**src/rtl/mc_ctrl.sv**
```systemverilog
// Multi-cycle MIPS-style control unit: sequences fetch, decode, memory, ALU,
// branch and jump steps and drives the datapath enables and selects.
module mc_ctrl (
    input  logic       clk,
    input  logic       rst_n,
    input  logic [5:0] op,
    input  logic [5:0] funct,
    input  logic       mem_rdy,
    input  logic       zero,
    input  logic       sign,
    input  logic       overflow,
    output logic       pc_we,
    output logic [1:0] pc_src,
    output logic       iord,
    output logic       ir_we,
    output logic       mem_we,
    output logic       reg_we,
    output logic       reg_dst,
    output logic       mem_to_reg,
    output logic       alu_src_a,
    output logic [1:0] alu_src_b,
    output logic       ext_zero,
    output logic [3:0] alu_op,
    output logic       exc,
    output logic [3:0] state
);

    typedef enum logic [3:0] {
        S_FETCH  = 4'd0,
        S_DECODE = 4'd1,
        S_MEMADR = 4'd2,
        S_MEMRD  = 4'd3,
        S_MEMWB  = 4'd4,
        S_MEMWR  = 4'd5,
        S_EXEC   = 4'd6,
        S_RWB    = 4'd7,
        S_BRANCH = 4'd8,
        S_JUMP   = 4'd9,
        S_IEXEC  = 4'd10,
        S_IWB    = 4'd11
    } state_t;

    state_t r_state;
    state_t w_next;
    logic   r_ovf_q;
    logic   w_pc_we;
    logic   w_ir_we;
    logic   w_mem_we;
    logic   w_reg_we;
    logic   w_exc;
    logic   w_funct_ok;

    assign w_funct_ok = (funct[5:3] == 3'b100);

    always_ff @(posedge clk or negedge rst_n) begin
        if (!rst_n) begin
            r_state <= S_FETCH;
            r_ovf_q <= 1'b0;
        end else begin
            r_state <= w_next;
            // Only signed ADD/SUB trap; the flag lives for the write-back cycle alone.
            r_ovf_q <= ((r_state == S_EXEC) || (r_state == S_IEXEC)) && overflow &&
                       ((alu_op == 4'd0) || (alu_op == 4'd2));
        end
    end

    always_comb begin
        w_next     = S_FETCH;
        w_pc_we    = 1'b0;
        pc_src     = 2'b00;
        iord       = 1'b0;
        w_ir_we    = 1'b0;
        w_mem_we   = 1'b0;
        w_reg_we   = 1'b0;
        reg_dst    = 1'b0;
        mem_to_reg = 1'b0;
        alu_src_a  = 1'b0;
        alu_src_b  = 2'b00;
        ext_zero   = 1'b0;
        alu_op     = 4'd1;
        w_exc      = 1'b0;
        case (r_state)
            S_FETCH: begin
                alu_src_b = 2'b01;
                w_ir_we   = mem_rdy;
                w_pc_we   = mem_rdy;
                w_next    = mem_rdy ? S_DECODE : S_FETCH;
            end
            S_DECODE: begin
                alu_src_b = 2'b11;
                case (op)
                    6'h00: begin
                        if (w_funct_ok) begin
                            w_next = S_EXEC;
                        end else begin
                            w_exc = 1'b1;
                        end
                    end
                    6'h23, 6'h2B:               w_next = S_MEMADR;
                    6'h04, 6'h05, 6'h07:        w_next = S_BRANCH;
                    6'h02:                      w_next = S_JUMP;
                    6'h08, 6'h09, 6'h0C, 6'h0D,
                    6'h0E:                      w_next = S_IEXEC;
                    default:                    w_exc  = 1'b1;
                endcase
            end
            S_MEMADR: begin
                alu_src_a = 1'b1;
                alu_src_b = 2'b10;
                w_next    = (op == 6'h23) ? S_MEMRD : S_MEMWR;
            end
            S_MEMRD: begin
                iord   = 1'b1;
                w_next = mem_rdy ? S_MEMWB : S_MEMRD;
            end
            S_MEMWB: begin
                w_reg_we   = 1'b1;
                mem_to_reg = 1'b1;
            end
            S_MEMWR: begin
                iord     = 1'b1;
                w_mem_we = 1'b1;
                w_next   = mem_rdy ? S_FETCH : S_MEMWR;
            end
            S_EXEC: begin
                alu_src_a = 1'b1;
                // Decode admitted only funct 0x20..0x27, so funct-0x20 is its low 3 bits.
                alu_op    = {1'b0, funct[2:0]};
                w_next    = S_RWB;
            end
            S_IEXEC: begin
                alu_src_a = 1'b1;
                alu_src_b = 2'b10;
                w_next    = S_IWB;
                case (op)
                    6'h08:   alu_op = 4'd0;
                    6'h0C: begin alu_op = 4'd4; ext_zero = 1'b1; end
                    6'h0D: begin alu_op = 4'd5; ext_zero = 1'b1; end
                    6'h0E: begin alu_op = 4'd6; ext_zero = 1'b1; end
                    default: alu_op = 4'd1;
                endcase
            end
            S_RWB, S_IWB: begin
                reg_dst  = (r_state == S_RWB);
                w_reg_we = ~r_ovf_q;
                w_exc    = r_ovf_q;
            end
            S_BRANCH: begin
                alu_src_a = 1'b1;
                pc_src    = 2'b01;
                case (op)
                    6'h04:   begin alu_op = 4'd2; w_pc_we = zero;         end
                    6'h05:   begin alu_op = 4'd2; w_pc_we = ~zero;        end
                    default: begin alu_op = 4'd8; w_pc_we = sign & ~zero; end
                endcase
            end
            S_JUMP: begin
                pc_src  = 2'b10;
                w_pc_we = 1'b1;
            end
            default: w_next = S_FETCH;
        endcase
    end

    // Strobes are gated by rst_n so they drop the instant reset asserts.
    assign pc_we  = w_pc_we  & rst_n;
    assign ir_we  = w_ir_we  & rst_n;
    assign mem_we = w_mem_we & rst_n;
    assign reg_we = w_reg_we & rst_n;
    assign exc    = w_exc    & rst_n;
    assign state  = r_state;

endmodule

```
**config.mk**
```make
export PLATFORM = sky130hd
export DESIGN_NAME = mc_ctrl
export DESIGN_NICKNAME = d
export VERILOG_FILES = /design/src/rtl/mc_ctrl.sv
export SDC_FILE = /design/constraint.sdc
export NUM_CORES = 1
export LEC_CHECK = 0
export ABC_CLOCK_PERIOD_IN_PS = 1300
export BUFFER_PORTS_ARGS = -buffer_cell sky130_fd_sc_hd__buf_2
export CORE_ASPECT_RATIO = 1.4
export CORE_MARGIN = 4
export CORE_UTILIZATION = 40
export CTS_BUF_LIST = sky130_fd_sc_hd__clkbuf_16
export CTS_CLUSTER_DIAMETER = 80
export DETAILED_ROUTE_END_ITERATION = 16
export PLACE_DENSITY = 0.8
export SKIP_CTS_REPAIR_TIMING = 1
export SLEW_MARGIN = 15
export SYNTH_ARGS = -nofsm -noshare
export SYNTH_HDL_FRONTEND = slang
export SYNTH_SLANG_ARGS = --single-unit
```
**constraint.sdc**
```tcl
create_clock -name clk -period 1.3 [get_ports clk]
set_input_delay 0.13 -clock clk [delete_from_list [all_inputs] [get_ports clk]]
set_output_delay 0.13 -clock clk [all_outputs]
set_load 0.05 [all_outputs]
```
==> impl.org, run 1 <==
** Die
- The initial utilization of the core area, before any placement, comes to 0.431.
- Std-Cell Rows :: 18
- Die Span Y :: 60.5 um
- During I/O placement, the number of pins put on the boundary was 40.
- The die is 45.5 um wide.

** Logic synthesis
- In this run, synthesis inferred 0 flip-flops with an integrated enable.
- Cell variety after synth :: a little over 40
- The mapped netlist covers around 800 um2.
- The portion of synthesized area spent on multiplexers is 0.0382.
- Xor-xnor portion of the synthesized cell area :: 0.0111
- Synthesis produced 109 cells.
- Of the total synthesized cell area, the portion taken by full adders, half adders and majority gates is 0.
- Counting flops with an async set or reset pin after synthesis yields a share of 1.00.
- Net count after synthesis :: around 130
- Count of synthesis-stage warnings from yosys :: 0
- Simple-gate share of the synthesized area :: 0.471
- Among all flip-flop cells after synthesis, the most frequent one is dfrtp_1.
- Avg Inst Size Synth :: around 7.2 um2
- Seq cells post-synth :: 5
- Compound-cell area share of the yosys netlist :: 0.261
- For this run, the register share of the synthesized area comes to 0.159.
- By area, the combinational part of the netlist is dominated by simple AND/OR/NAND/NOR gates.

** Clock tree
- Root Buffer Master :: clkbuf_16
- In this run the deepest clock path goes through 2 buffers.
- Total CTS buffers :: 3
- CTS built an H-tree with a depth of 1.
- Clock tree synthesis found a total of 5 sinks.

** Place
- Final HPWL DP :: 2510 um
- After detailed placement, the total cell area comes to 1470 um2.
- GP Congestion :: 0.845
- During placement, the flow inserted port buffers numbering 39.

** Status
- The run stopped with a tool error.
- The flow stopped in 5_1_grt.
- Halt Reason :: [ERROR DPL-0038] Utilization greater than 100%, impossible to legalize

** Global routing
- Pin count of the biggest net entering global routing :: 11

** STA
- Worst-path endpoint category :: output port
- Worst Endpoint after GRT Repair :: pc_we
stage by stage:
step	setup TNS [ns]	instances	worst slack, ns
after detailed placement	-3.56	206	-0.317
after CTS	-8.18	210	-0.571
after global placement	-3.10	206	-0.297
after floorplan	-6.23	109	-0.518
synth_stat cells (2+ instances only):
library cell  instances  area (um2)
a32oi_1               2        17.5
a21oi_1               8        40.0
a211oi_1              2        15.0
nand4_1               2        12.5
o21ai_0               5        25.0
buf_2                 5        25.0
nand2_1               8        30.0
nor4_1                2        12.5
nor3b_1               2        15.0
mux2i_1               3        30.0
buf_4                 2        15.0
dfrtp_1               5         125
o21ai_1               2        10.0
nand3b_1              2        15.0
nor3_1                6        30.0
and3_1                4        25.0
nor2_1               10        37.5
nand2b_1              7        43.8
nand3_1               4        20.0
nor2b_1               7        43.8
cell families after synthesis:
group                  count (synthesis)
AND/OR/NAND/NOR                       61
AO/OA/AOI/OAI                         30
buffers and inverters                  9
flip-flops                             5
multiplexers                           3
XOR/XNOR                               1
==> run 2: changes to the inputs <==
==> config.mk (replaced) <==
export PLATFORM = sky130hd
export DESIGN_NAME = mc_ctrl
export DESIGN_NICKNAME = d
export VERILOG_FILES = /design/src/rtl/mc_ctrl.sv
export SDC_FILE = /design/constraint.sdc
export NUM_CORES = 1
export LEC_CHECK = 0
export ABC_CLOCK_PERIOD_IN_PS = 1700
export BUFFER_PORTS_ARGS = -buffer_cell sky130_fd_sc_hd__buf_2
export CORE_AREA = 4 4 65 67
export DETAILED_ROUTE_END_ITERATION = 16
export DIE_AREA = 0 0 69 71
export PLACE_DENSITY_LB_ADDON = 0.15
export SKIP_CTS_REPAIR_TIMING = 1
export SLEW_MARGIN = 15
export SYNTH_ARGS = -nofsm -noshare
export SYNTH_HDL_FRONTEND = slang
export SYNTH_SLANG_ARGS = --single-unit
==> constraint.sdc (replaced) <==
create_clock -name clk -period 1.7 [get_ports clk]
set_input_delay 0.17 -clock clk [delete_from_list [all_inputs] [get_ports clk]]
set_output_delay 0.17 -clock clk [all_outputs]
set_load 0.05 [all_outputs]
==> run 2 against run 1 <==
  * Synthesized cell count is the same
  * Area after synthesis is the same
  * The flow now finishes, with violations (setup timing)
==> impl.org, run 2 <==
** Status
- Result of the run: finished with violations (was did not finish).
- Violations in the final reports :: setup timing

** Die
- DIE WIDTH :: 69 um (was 45.5 um)
- Die Span Y :: 71 um (was 60.5 um)
- Std-Cell Rows :: 22 (was 18)
- The starting density of the core came to 0.217 (was 0.431).
- DIE AREA :: between 4000 and 5000 um2
- The boundary pin count came to 40 (unchanged).
- The total area inside the core boundary comes to between 3000 and 4000 um2.

** Critical path
- Critical Path Source Type :: flop
- Critical Path Sink Type :: primary output
- FF-to-FF path depth :: 4
- Worst reg2reg path startpoint :: state[2]
- Worst Path Arrival :: 1.62 ns
- Along the worst path, the maximum fanout reaches 7.
- The worst register-to-register path has a setup slack of between 0.1 and 0.15 ns.
- STA puts the critical path data required time at approximately 1.5 ns.
- The critical path is of the flop to primary output type.
- Tracing the worst setup path back leads to its startpoint at state[3].
- Worst reg2reg path endpoint :: state[2]

** Clock tree
- Total CTS buffers :: 3 (unchanged)
- The depth of the CTS H-tree is 1 (unchanged).
- The clock sink count was 5 (unchanged).
- The deepest clock path buffer count is 2 (unchanged).
- Clock latency on the worst-skew pair, taken at its later pin, is 0.22 ns.
- Clock tree from TritonCTS :: built
- Root Buffer Master :: clkbuf_8 (was clkbuf_16)
- Clock-pin slew reported for the worst setup and hold paths after clock tree synthesis :: roughly 0.030 ns

** Layout
- Most common cell after layout, fill and taps aside :: buf_4
- The library cells used most frequently in the layout, excluding fill and tap cells, are buf_4, buf_2, nor2_1.
- Growth of design area from synthesis to finish :: 99.0%
- Summing all multi-input logic gate instances after layout gives 790 um2.
- 0 antenna diodes ended up in the layout.
- Layout cells sized above 1 :: 0.625
- The register with the most flip-flops in the layout has 4 of them.
- The sequential cells in the finished layout cover a total of 130 um2.
- Fill cells in the final layout number 388.
- For this run, the post-layout net count is between 150 and 200.

** Logic synthesis
- Most frequent cells after synthesis :: nor2_1, a21oi_1, nand2_1, nand2b_1, nor2b_1 (unchanged)
- Count of flip-flops with a built-in enable after synthesis :: 0 (unchanged)
- The Yosys warning count came to 0 (unchanged).
- Avg Inst Size Synth :: 7.22 um2 (unchanged)
- Cell variety after synth :: 41 (unchanged)
- Area contributors post-synth: dfrtp_1, nand2b_1, nor2b_1, a21oi_1, nor2_1 (unchanged).
- Fraction of post-synthesis cell area in the top cell type by area :: 0.159 (unchanged)
- Post-synthesis instance area :: 787 um2 (unchanged)
- Net count after synthesis :: 127 (unchanged)
- The post-synthesis sequential area ratio came to 0.159 (unchanged).
- Main synth FF type :: dfrtp_1 (unchanged)
- Synthesized instance count :: 109 (unchanged)
- Biggest area consumer among synthesized cells :: dfrtp_1 (unchanged)
- Seq cells post-synth :: 5 (unchanged)
- The cell with the most instances after synthesis is nor2_1 (unchanged).
- Proportion of synthesized flip-flops having asynchronous set or reset :: 1.00 (unchanged)

** Run
- Max-cap violations in this run came to 0.

** Global routing
- First-pass GRT wire length :: 5060 um
- Entering global routing, the biggest net connects 16 pins.
- Global-route usage over all layers :: 0.125
- The initial antenna violation count came to 0.
- Global routing finished with a remaining overflow of 0.
- The number of global-route vias before repair was between 1000 and 1500.

** STA
- Actual transition at the worst max-transition pin :: roughly 0.28 ns
- Final hold analysis gives a worst-case slack of approximately 0.21 ns.
- Setup violations remaining at the end of the flow were counted as 6.
- Setup total negative slack on the finished layout was measured at -0.265 ns.
- The max-slew violation count was 0.
- Dividing the final minimum period by the clock period gives 1.05.
- Once routing completed, OpenROAD measured the worst setup slack at -0.0893 ns.
- Hold violation count in the final report :: 0
- In this run the tightest slew margin relative to its limit is 0.810.
- Shortest clock period the worst path allows after layout :: between 1.5 and 2 ns
- For the final database, setup skew stands at 0.00118 ns.
- RSZ-0062 raised after global routing :: yes
- Fmax achieved :: 0.559 GHz

** Power
- The analysis attributes to cell leakage a power of 0.686 nW.
- Dividing total power by cell area gives a power density of 1120 nW/um2.
- The worst-case IR drop observed on VDD is about 0.35 mV.
- Overall power consumption after layout is estimated at 1.75 mW.

** Place
- GP Congestion :: 0.844 (was 0.845)
- Final HPWL DP :: 2480 um (was 2510 um)
- The total of buffers placed on input and output ports was 39 (unchanged).

** Worst hold path
- Hold Startpoint :: overflow
- The path class of the tightest hold or removal check is primary input to flop.
- The path with the worst hold slack has its endpoint at r_ovf_q.
- Count of cells along the worst hold path :: 3

** Detailed routing
- The first routing iteration left 60 violations.
- Vias post-DR :: between 1000 and 1500
- Average vias per placed instance :: 4.79
- The count of nets left with antenna violations once routing finished came out at 0.
- 1st-pass router iterations :: 4
- After detailed routing, the number of remaining DRC violations is 0.
- After detailed routing, the average wire length per cell comes to 13.7 um.
- For this block, the routed nets add up to 3080 um of wire.
[run 2: cell counts after synthesis]
Identical to the previous run, type by type.
[run 2: cell type report]
cell class / instances / share of cell area
Multi-Input combinational cell: 95 / 0.504
Timing Repair Buffer: 71 / 0.343
Sequential cell: 5 / 0.0831
Tap cell: 48 / 0.0383
Clock buffer: 4 / 0.0288
Inverter: 1 / 0.00240
[run 2: critical path: stages, from the launching register on]
cell and delay, ns:
dfrtp_2 0.46, buf_6 0.15, nand2_2 0.04, a211o_1 0.32
o211ai_2 0.07, and3_4 0.21, buf_8 0.14
[run 2: how the worst max path moves through the flow]
stage	to	slack (ns)	cells past startpoint
2_1_floorplan	pc_we	-0.16	4
3_3_place_gp	pc_we	0.01	6
3_5_place_dp	exc	-0.0005	7
4_1_cts	pc_we	-0.24	6
5_1_grt	pc_we	-0.15	6
6_report	pc_we	-0.09	6
[run 2: metal layers]
layer,wire [um],track usage,up-vias
li1,-,-,542
met1,1330,0.162,504
met2,1560,0.204,26
met3,178,0.0398,2
met4,14,0.0239,0
met5,0,0,-
[run 2: logic make-up after synthesis]
group	synth area share
compound gates	0.261
buf+inv	0.0604
flops	0.159
simple gates	0.471
mux	0.0382
xor+xnor	0.0111
[run 2: report_power, final]
group	switching, mW	total [mW]	internal (mW)	leakage (nW)
registers	0.0605	0.210	0.149	0.0613
logic	0.777	1.32	0.544	0.602
clock network	0.0581	0.219	0.161	0.0228
total	0.896	1.75	0.854	0.686
[run 2: through the flow]
stage                     instances  instance area (um2)  worst slack [ns]  utilization
after floorplan                 109                  935            -0.158            -
after global placement          214                 1340            0.0131        0.370
after detailed placement        214                 1340         -0.000534        0.370
after CTS                       218                 1390            -0.235        0.382
after global routing            224                 1570            -0.149        0.431
final                           224                 1570           -0.0893        0.431
Power figures use the tool's default switching activity.
==> run 3: changes to the inputs <==
--- a/config.mk
+++ b/config.mk
@@ -5,6 +5,7 @@
 export SDC_FILE = /design/constraint.sdc
 export NUM_CORES = 1
 export LEC_CHECK = 0
+export ABC_AREA = 1
 export ABC_CLOCK_PERIOD_IN_PS = 1700
 export BUFFER_PORTS_ARGS = -buffer_cell sky130_fd_sc_hd__buf_2
 export CORE_AREA = 4 4 65 67
==> run 3 against run 2 <==
  * The run still ends with setup timing left
  * Largest cell class unchanged
  * Routed wire length decreased by 20%
  * Critical path type unchanged
  * Synthesized cell count increased by 13%
  * Critical path depth unchanged
  * Largest power group unchanged
==> impl.org, run 3 <==
** Status
- Result of the run :: finished with violations (unchanged)
- Violations in the final reports :: setup timing (unchanged)

** Logic synthesis
- The synthesized netlist cell count is 123 (was 109).
- The synthesized-area fraction occupied by ao, oa, aoi and oai cells came to 0.113 (was 0.261).
- The Yosys warning count came to 0 (unchanged).
- Area contributors post-synth :: dfrtp_1, nand2_1, nand3_1, nor2_1, inv_1 (was dfrtp_1, nand2b_1, nor2b_1, a21oi_1, nor2_1)
- Biggest area consumer among synthesized cells :: dfrtp_1 (unchanged)
- The number of distinct library cell variants in the gate-level netlist after synthesis is 21 (was 41).
- The number of enable flip-flop cells after synthesis was 0 (unchanged).
- The XOR/XNOR share of the synthesized area was 0 (was 0.0111).
- The cell with the most instances after synthesis is nand2_1 (was nor2_1).
- Fraction of post-synthesis cell area in the top cell type by area :: 0.185 (was 0.159)
- Post-synthesis instance area :: 676 um2 (was 787 um2)
- The most used flip-flop cell after synthesis is dfrtp_1 (unchanged).
- Simple-gate share of the synthesized area :: 0.570 (was 0.471)
- Sequential share of the synthesized area :: 0.185 (was 0.159)
- The async set-or-reset flop fraction in the synthesized netlist was 1.00 (unchanged).
- Most frequent cells after synthesis :: nand2_1, nor2_1, inv_1, nand3_1 (was nor2_1, a21oi_1, nand2_1, nand2b_1, nor2b_1)
- The total nets after synthesis came to 141 (was 127).
- The number of storage elements in the synthesis netlist came to 5 (unchanged).
- The mean instance size in the synthesized netlist is 5.49 um2 (was 7.22 um2).
- Dominant combinational cell family by area after synthesis :: simple AND/OR/NAND/NOR gates (unchanged)
- Synthesized-area fraction occupied by adder cells :: 0 (unchanged)
- The multiplexer area fraction after synthesis is 0 (was 0.0382).

** Critical path
- The required arrival time at the worst endpoint is 1.53 ns (about the same).
- Launching instance or port of the critical path :: state[2] (was state[3])
- Worst reg2reg path endpoint :: r_ovf_q (was state[2])
- The peak fanout along the critical path was 5 (was 7).
- Internal reg-to-reg setup slack :: 0.31 ns (was 0.14 ns)
- The startpoint of the most critical register-to-register path was state[3] (was state[2]).
- FF-to-FF path depth :: 8 (was 4)
- Critical Path Sink Type :: primary output (unchanged)
- The critical path data arrival time came to 1.53 ns (was 1.62 ns).
- The category of the worst setup path launch point is a flop (unchanged).
- The termination of the worst setup path is exc (was pc_we).
- WS Path Type :: flop to primary output (unchanged)

** STA
- The setup clock skew after layout was 0.000730 ns (was 0.00118 ns).
- Actual transition at the worst max-transition pin :: 0.305 ns (was 0.283 ns)
- Number of pins exceeding their max-slew limit in the final report :: 0 (unchanged)
- Hold violation count in the final report :: 0 (unchanged)
- RSZ-0062 raised after global routing: yes (unchanged).
- The final critical path time including I/O delays and setup is 1.70 ns (was 1.79 ns).
- The ratio of final minimum period to clock period is 1.00 (was 1.05).
- PnR worst setup slack :: -0.00432 ns (was -0.0893 ns)
- The smallest hold slack is 0.292 ns (was 0.213 ns).
- Accumulated negative setup slack :: -0.00432 ns (was -0.265 ns)
- The worst slew margin relative to its limit is 0.796 (was 0.810).
- Fmax achieved :: 0.587 GHz (was 0.559 GHz)
- The final setup violation count was 1 (was 6).

** Global routing
- The number of global-route vias before repair is 890 (was 1040).
- The overflow left after global routing came to 0 (unchanged).
- First-pass GRT wire length :: 3930 um (was 5060 um)
- The total global routing track utilization came to 0.0981 (was 0.125).
- Antenna violations before repair :: 0 (unchanged)
- Pin count of the biggest net entering global routing :: 10 (was 16)

** Die
- The overall die area was 4900 um2 (unchanged).
- The floorplan core area was 3630 um2 (unchanged).
- Die Span Y :: 71 um (unchanged)
- DIE WIDTH :: 69 um (unchanged)
- The starting density of the core is 0.186 (was 0.217).
- Std-Cell Rows :: 22 (unchanged)
- Num ports :: 40 (unchanged)

** Power
- PD cells :: 894 nW/um2 (was 1120 nW/um2)
- Maximum vdd ir drop :: 0.347 mV (was 0.349 mV)
- The leakage power came to 0.641 nW (was 0.686 nW).

** Layout
- Number of flip-flops under the largest register name :: 4 (unchanged)
- Layout cells sized above 1 :: 0.445 (was 0.625)
- Highest-count cells in the layout ignoring fill and taps: buf_2, nand2_1, nor2_1 (was buf_4, buf_2, nor2_1).
- The final core utilization was 0.314 (was 0.431).
- Growth of design area from synthesis to finish :: 69.1% (was 99.0%)
- The final design instance area without fill is 1140 um2 (was 1570 um2).
- Antenna Cells :: 0 (unchanged)
- The leading cell type in the layout, fill and taps excluded is buf_2 (was buf_4).
- The number of nets in the layout is 192 (was 195).

** Clock tree
- The CTS clock-pin slew for the worst setup and hold paths is 0.03 ns (about the same).
- Number of buffers between clock root and the deepest sink :: 2 (unchanged)
- The number of buffers added by the clock tree synthesis step is 3 (unchanged).
- # clock sinks :: 5 (unchanged)
- The TritonCTS clock tree was built (unchanged).
- Root Buffer Master :: clkbuf_8 (unchanged)
- Clock Latency Late Sink :: 0.22 ns (about the same)
- The depth of the CTS H-tree was 1 (unchanged).

** Detailed routing
- Antenna Violating Nets Remaining :: 0 (unchanged)
- The uppermost layer routed is met4 (unchanged).
- Routed wire per std cell :: 11.1 um (was 13.7 um)
- WL met2 :: 1140 um (was 1560 um)
- Vias post-DR :: 951 (was 1074)
- Average vias per placed instance :: 4.30 (was 4.79)
- Wire length on met1 :: 1150 um (was 1330 um)
- The number of DRC markers after the initial detailed-route iteration was 47 (was 60).
- The wire length on met3 came to 149 um (was 178 um).
- The DRC violation count after routing came to 0 (unchanged).
- The detailed-routing iteration count for the pre-antenna-repair pass came to 4 (unchanged).
- Final wirelength :: 2450 um (was 3080 um)

** Place
- Final HPWL DP :: 2080 um (was 2480 um)
- Place WS :: 0.131 ns (was -0.000534 ns)
- The total of buffers placed on input and output ports came to 39 (unchanged).
- The weighted congestion at the end of routability-driven global placement was 0.883 (was 0.844).
- The placed instance area was 992 um2 (was 1340 um2).

** Worst hold path
- Hold Startpoint :: overflow (unchanged)
- The type of the tightest min-delay check was primary input to flop (unchanged).

** Run
- Max_cap viols :: 0 (unchanged)
[run 3: changes by cell type after synthesis, sizes merged, moves of 13 or more]
cell and change:
nand2 +24, inv +22, nand3 +13, nor2 +16
[run 3: logic make-up after synthesis]
family / count (synthesis)
AND/OR/NAND/NOR: 82
flip-flops: 5
buffers and inverters: 23
AO/OA/AOI/OAI: 13
[run 3: per-layer routing]
metal  track usage  vias up
met5             0        -
met4        0.0260        0
met3        0.0327        2
met2         0.160       32
met1         0.124      425
li1              -      492
[run 3: critical path, cell delays in order (launching register included)]
cell and delay [ns]:
dfrtp_2 0.44, nor2_2 0.16, nand2_1 0.13, nor2_1 0.12
nand3_1 0.13, a21oi_4 0.17, buf_6 0.17
[run 3: area by class of cell]
cell class                 instances  area [um2]
clock buffer                       4        45.0
fill                             444        2490
inverter                          23        93.8
multi-input combinational         95         526
sequential                         5         130
tap                               48        60.1
timing repair buffer              46         288
[run 3: how the worst min path moves through the flow]
stage | endpoint | slack, ns | cells past startpoint
finish | r_ovf_q | 0.29 | 5
detailed placement | r_ovf_q | -0.003 | 1
floorplan | r_ovf_q | -0.13 | 0
global placement | r_ovf_q | -0.003 | 1
global route | r_ovf_q | 0.30 | 5
CTS | r_ovf_q | -0.24 | 1
[run 3: report_power, final]
part / switching, mW / total [mW] / internal (mW)
clock: 0.0530 / 0.213 / 0.161
sequential: 0.0291 / 0.169 / 0.140
combinational: 0.456 / 0.638 / 0.182
[run 3: per-stage QoR]
step	total power [mW]	cells
floorplan	0.609	123
global placement	0.757	211
detailed placement	0.755	211
CTS	0.977	215
global route	1.10	221
finish	1.02	221
==> run 4: changes to the inputs <==
--- a/config.mk
+++ b/config.mk
@@ -9,6 +9,7 @@
 export ABC_CLOCK_PERIOD_IN_PS = 1700
 export BUFFER_PORTS_ARGS = -buffer_cell sky130_fd_sc_hd__buf_2
 export CORE_AREA = 4 4 65 67
+export CTS_BUF_LIST = sky130_fd_sc_hd__clkbuf_16
 export DETAILED_ROUTE_END_ITERATION = 16
 export DIE_AREA = 0 0 69 71
 export PLACE_DENSITY_LB_ADDON = 0.15
==> run 4 against run 3 <==
  * The run now ends clean
  * Clock power is 77% higher
  * Design area is 2.4% higher
  * Combinational power is 2% lower
  * Hold slack worse by 0.0014 ns
  * Setup slack better by 0.010 ns
  * Critical path type unchanged
==> impl.org, run 4 (same netlist as run 3, synthesis figures left out) <==
** Clock tree
- The worst-skew pair later-pin latency was 0.22 ns (about the same).
- The depth of the CTS H-tree was 1 (unchanged).
- The number of buffers added by the clock tree synthesis step came to 3 (unchanged).
- Root Buffer Master :: clkbuf_16 (was clkbuf_8)
- Clock-pin slew reported for the worst setup and hold paths after clock tree synthesis :: 0.03 ns (about the same)
- # clock sinks :: 5 (unchanged)
- Clock tree from TritonCTS :: built (unchanged)
- Number of buffers between clock root and the deepest sink :: 2 (unchanged)

** STA
- The ratio of final minimum period to clock period is 0.996 (was 1.00).
- Smallest hold slack :: 0.290 ns (was 0.292 ns)
- The final count of hold timing violations was 0 (unchanged).
- Actual transition at the worst max-transition pin :: 0.305 ns (about the same)
- The worst slew margin relative to its limit was 0.797 (was 0.796).
- The final critical path time including I/O delays and setup was 1.69 ns (was 1.70 ns).
- The setup clock skew after layout came to 0.000642 ns (was 0.000730 ns).
- RSZ-0062 raised after global routing: yes (unchanged).
- PnR worst setup slack :: 0.00611 ns (was -0.00432 ns)
- Number of pins exceeding their max-slew limit in the final report :: 0 (unchanged)
- The final setup violation count is 0 (was 1).
- Fmax achieved :: 0.590 GHz (was 0.587 GHz)

** Die
- DIE WIDTH :: 69 um (unchanged)
- The row count is 22 (unchanged).
- Num ports :: 40 (unchanged)
- The starting density of the core came to 0.186 (unchanged).
- DIE AREA :: 4900 um2 (unchanged)
- The floorplan core area is 3630 um2 (unchanged).
- The die boundary height is 71 um (unchanged).

** Layout
- Highest-count cells in the layout ignoring fill and taps: buf_2, nand2_1, inv_1, nor2_1, nand3_1 (was buf_2, nand2_1, nor2_1).
- The final instance count without filler cells is 219 (was 221).
- The fraction of final layout cells sized beyond drive strength 1 came to 0.444 (was 0.445).
- The final core utilization is 0.322 (was 0.314).
- The leading cell type in the layout, fill and taps excluded was buf_2 (unchanged).
- The number of flip-flops in the largest register is 4 (unchanged).
- The filler cell count in the final layout is 439 (was 444).
- The number of inserted diodes is 0 (unchanged).
- The final design instance area without fill is 1170 um2 (was 1140 um2).
- The number of nets in the layout came to 190 (was 192).
- Growth of design area from synthesis to finish :: 73.1% (was 69.1%)

** Detailed routing
- The detail-routed net length per standard cell is 11.1 um (about the same).
- The total wire length after detailed routing is 2440 um (was 2450 um).
- Drc violations :: 0 (unchanged)
- The detailed-route vias per instance was 4.25 (was 4.30).
- Antenna Violating Nets Remaining :: 0 (unchanged)
- Vias post-DR :: 931 (was 951)
- Violation count after the first detailed-routing iteration :: 51 (was 47)
- The detailed-routing iteration count for the pre-antenna-repair pass is 4 (unchanged).

** Critical path
- Largest fanout on the critical path :: 5 (unchanged)
- Worst reg2reg path endpoint :: r_ovf_q (unchanged)
- The count of cells along the worst register-to-register path was 8 (unchanged).
- The cell with the largest stage delay on the worst path is dfrtp_2 (unchanged).
- WS Path Type :: flop to primary output (unchanged)
- Internal reg-to-reg setup slack :: 0.30 ns (was 0.31 ns)
- Family with the most delay on the worst path :: simple AND/OR/NAND/NOR gates (unchanged)
- The category of the worst setup path launch point is a flop (unchanged).
- The type of destination of the critical path was a primary output (unchanged).
- The most numerous cell type found on the critical path is nor2_1.
- Critical path cell sequence: inv_2, nor2_4, nor2_1, nor2_1, nand2_1, a21oi_4, buf_6 (was nor2_2, nand2_1, nor2_1, nand3_1, a21oi_4, buf_6).
- The required arrival time at the worst endpoint was 1.53 ns (about the same).
- The delay of the slowest cell on the worst path was 0.38 ns (was 0.44 ns).
- Critical path buffer and inverter count :: 2 (was 1)
- Worst reg2reg path startpoint :: state[3] (unchanged)
- Worst Path Arrival :: 1.52 ns (was 1.53 ns)

** Power
- PD cells :: 1000 nW/um2 (was 894 nW/um2)
- The worst supply voltage drop on vdd came to 0.349 mV (was 0.347 mV).
- The leakage power is 0.651 nW (was 0.641 nW).

** Global routing
- The maximum number of pins on one net before global-route repair was 10 (unchanged).
- The overflow left after global routing is 0 (unchanged).
- The number of global-route vias before repair is 900 (was 890).
- The wire length of the first global-routing pass came to 3970 um (was 3930 um).
- The total global routing track utilization was 0.0990 (was 0.0981).
- Antenna violations before repair :: 0 (unchanged)

** Place
- The post-DP HPWL came to 2080 um (unchanged).
- The placed instance area was 992 um2 (unchanged).
- GP Congestion :: 0.883 (unchanged)
- Cell total after placement :: 211 (unchanged)
- Place WS :: 0.131 ns (unchanged)
- The total of buffers placed on input and output ports was 39 (unchanged).

** Status
- Result of the run :: completed (was finished with violations)

** Worst hold path
- Capture endpoint of the worst hold path :: r_ovf_q (unchanged)
- The type of the tightest min-delay check is primary input to flop (unchanged).
- The cell count of the worst hold path was 5 (unchanged).
- Hold Startpoint :: overflow (unchanged)

** Run
- Max_cap viols :: 0 (unchanged)
==> run 4: cell types whose count changed in the layout (fill, tap and decap cells not counted) <==
cell,previous run,this run
o221ai_2,0,1
clkbuf_1,1,0
buf_2,30,29
buf_4,10,9
clkbuf_8,3,0
o221ai_1,1,0
inv_1,17,18
clkbuf_16,0,3
==> run 4: area by class of cell <==
cell class | count | area, um2 | share of cell area
timing repair buffer | 44 | 275 | 0.235
clock buffer | 3 | 75.1 | 0.0642
inverter | 23 | 93.8 | 0.0802
sequential | 5 | 130 | 0.111
multi-input combinational | 95 | 532 | 0.455
tap | 48 | 60.1 | 0.0513
clock inverter | 1 | 3.75 | 0.00321
==> run 4: routing by layer <==
| metal | part of all wire | track usage |
|---|---|---|
| met5 | 0 | 0 |
| met4 | 0.0057 | 0.0260 |
| met3 | 0.070 | 0.0284 |
| met2 | 0.47 | 0.165 |
| met1 | 0.45 | 0.125 |
==> run 4: stage by stage <==
step                power (mW)  setup TNS, ns
finish                    1.18              0
global route              1.25         -0.334
CTS                       1.14         -0.359
detailed placement       0.755              0
global placement         0.757              0
floorplan                0.609          -1.06
==> run 4: report_power, final <==
part           switching, mW  internal [mW]  total, mW  leakage [nW]
logic                  0.452          0.177      0.628         0.547
clock network         0.0732          0.304      0.377        0.0423
registers             0.0296          0.140      0.170        0.0619
total                  0.555          0.621       1.18         0.651
==> run 4: worst min-delay path: cells and delay by family <==
kind,cells,cell delay [ns]
AND/OR/NAND/NOR,3,0.15
buffers and inverters,2,0.15
==> run 4: worst max path at each step <==
stage	from	end	slack, ns	depth (start not counted)
global placement	state[2]	exc	0.12	6
floorplan	state[0]	r_ovf_q	-0.26	7
global route	state[3]	exc	-0.10	8
CTS	state[2]	exc	-0.11	6
finish	state[3]	exc	0.006	7
detailed placement	state[2]	exc	0.13	6
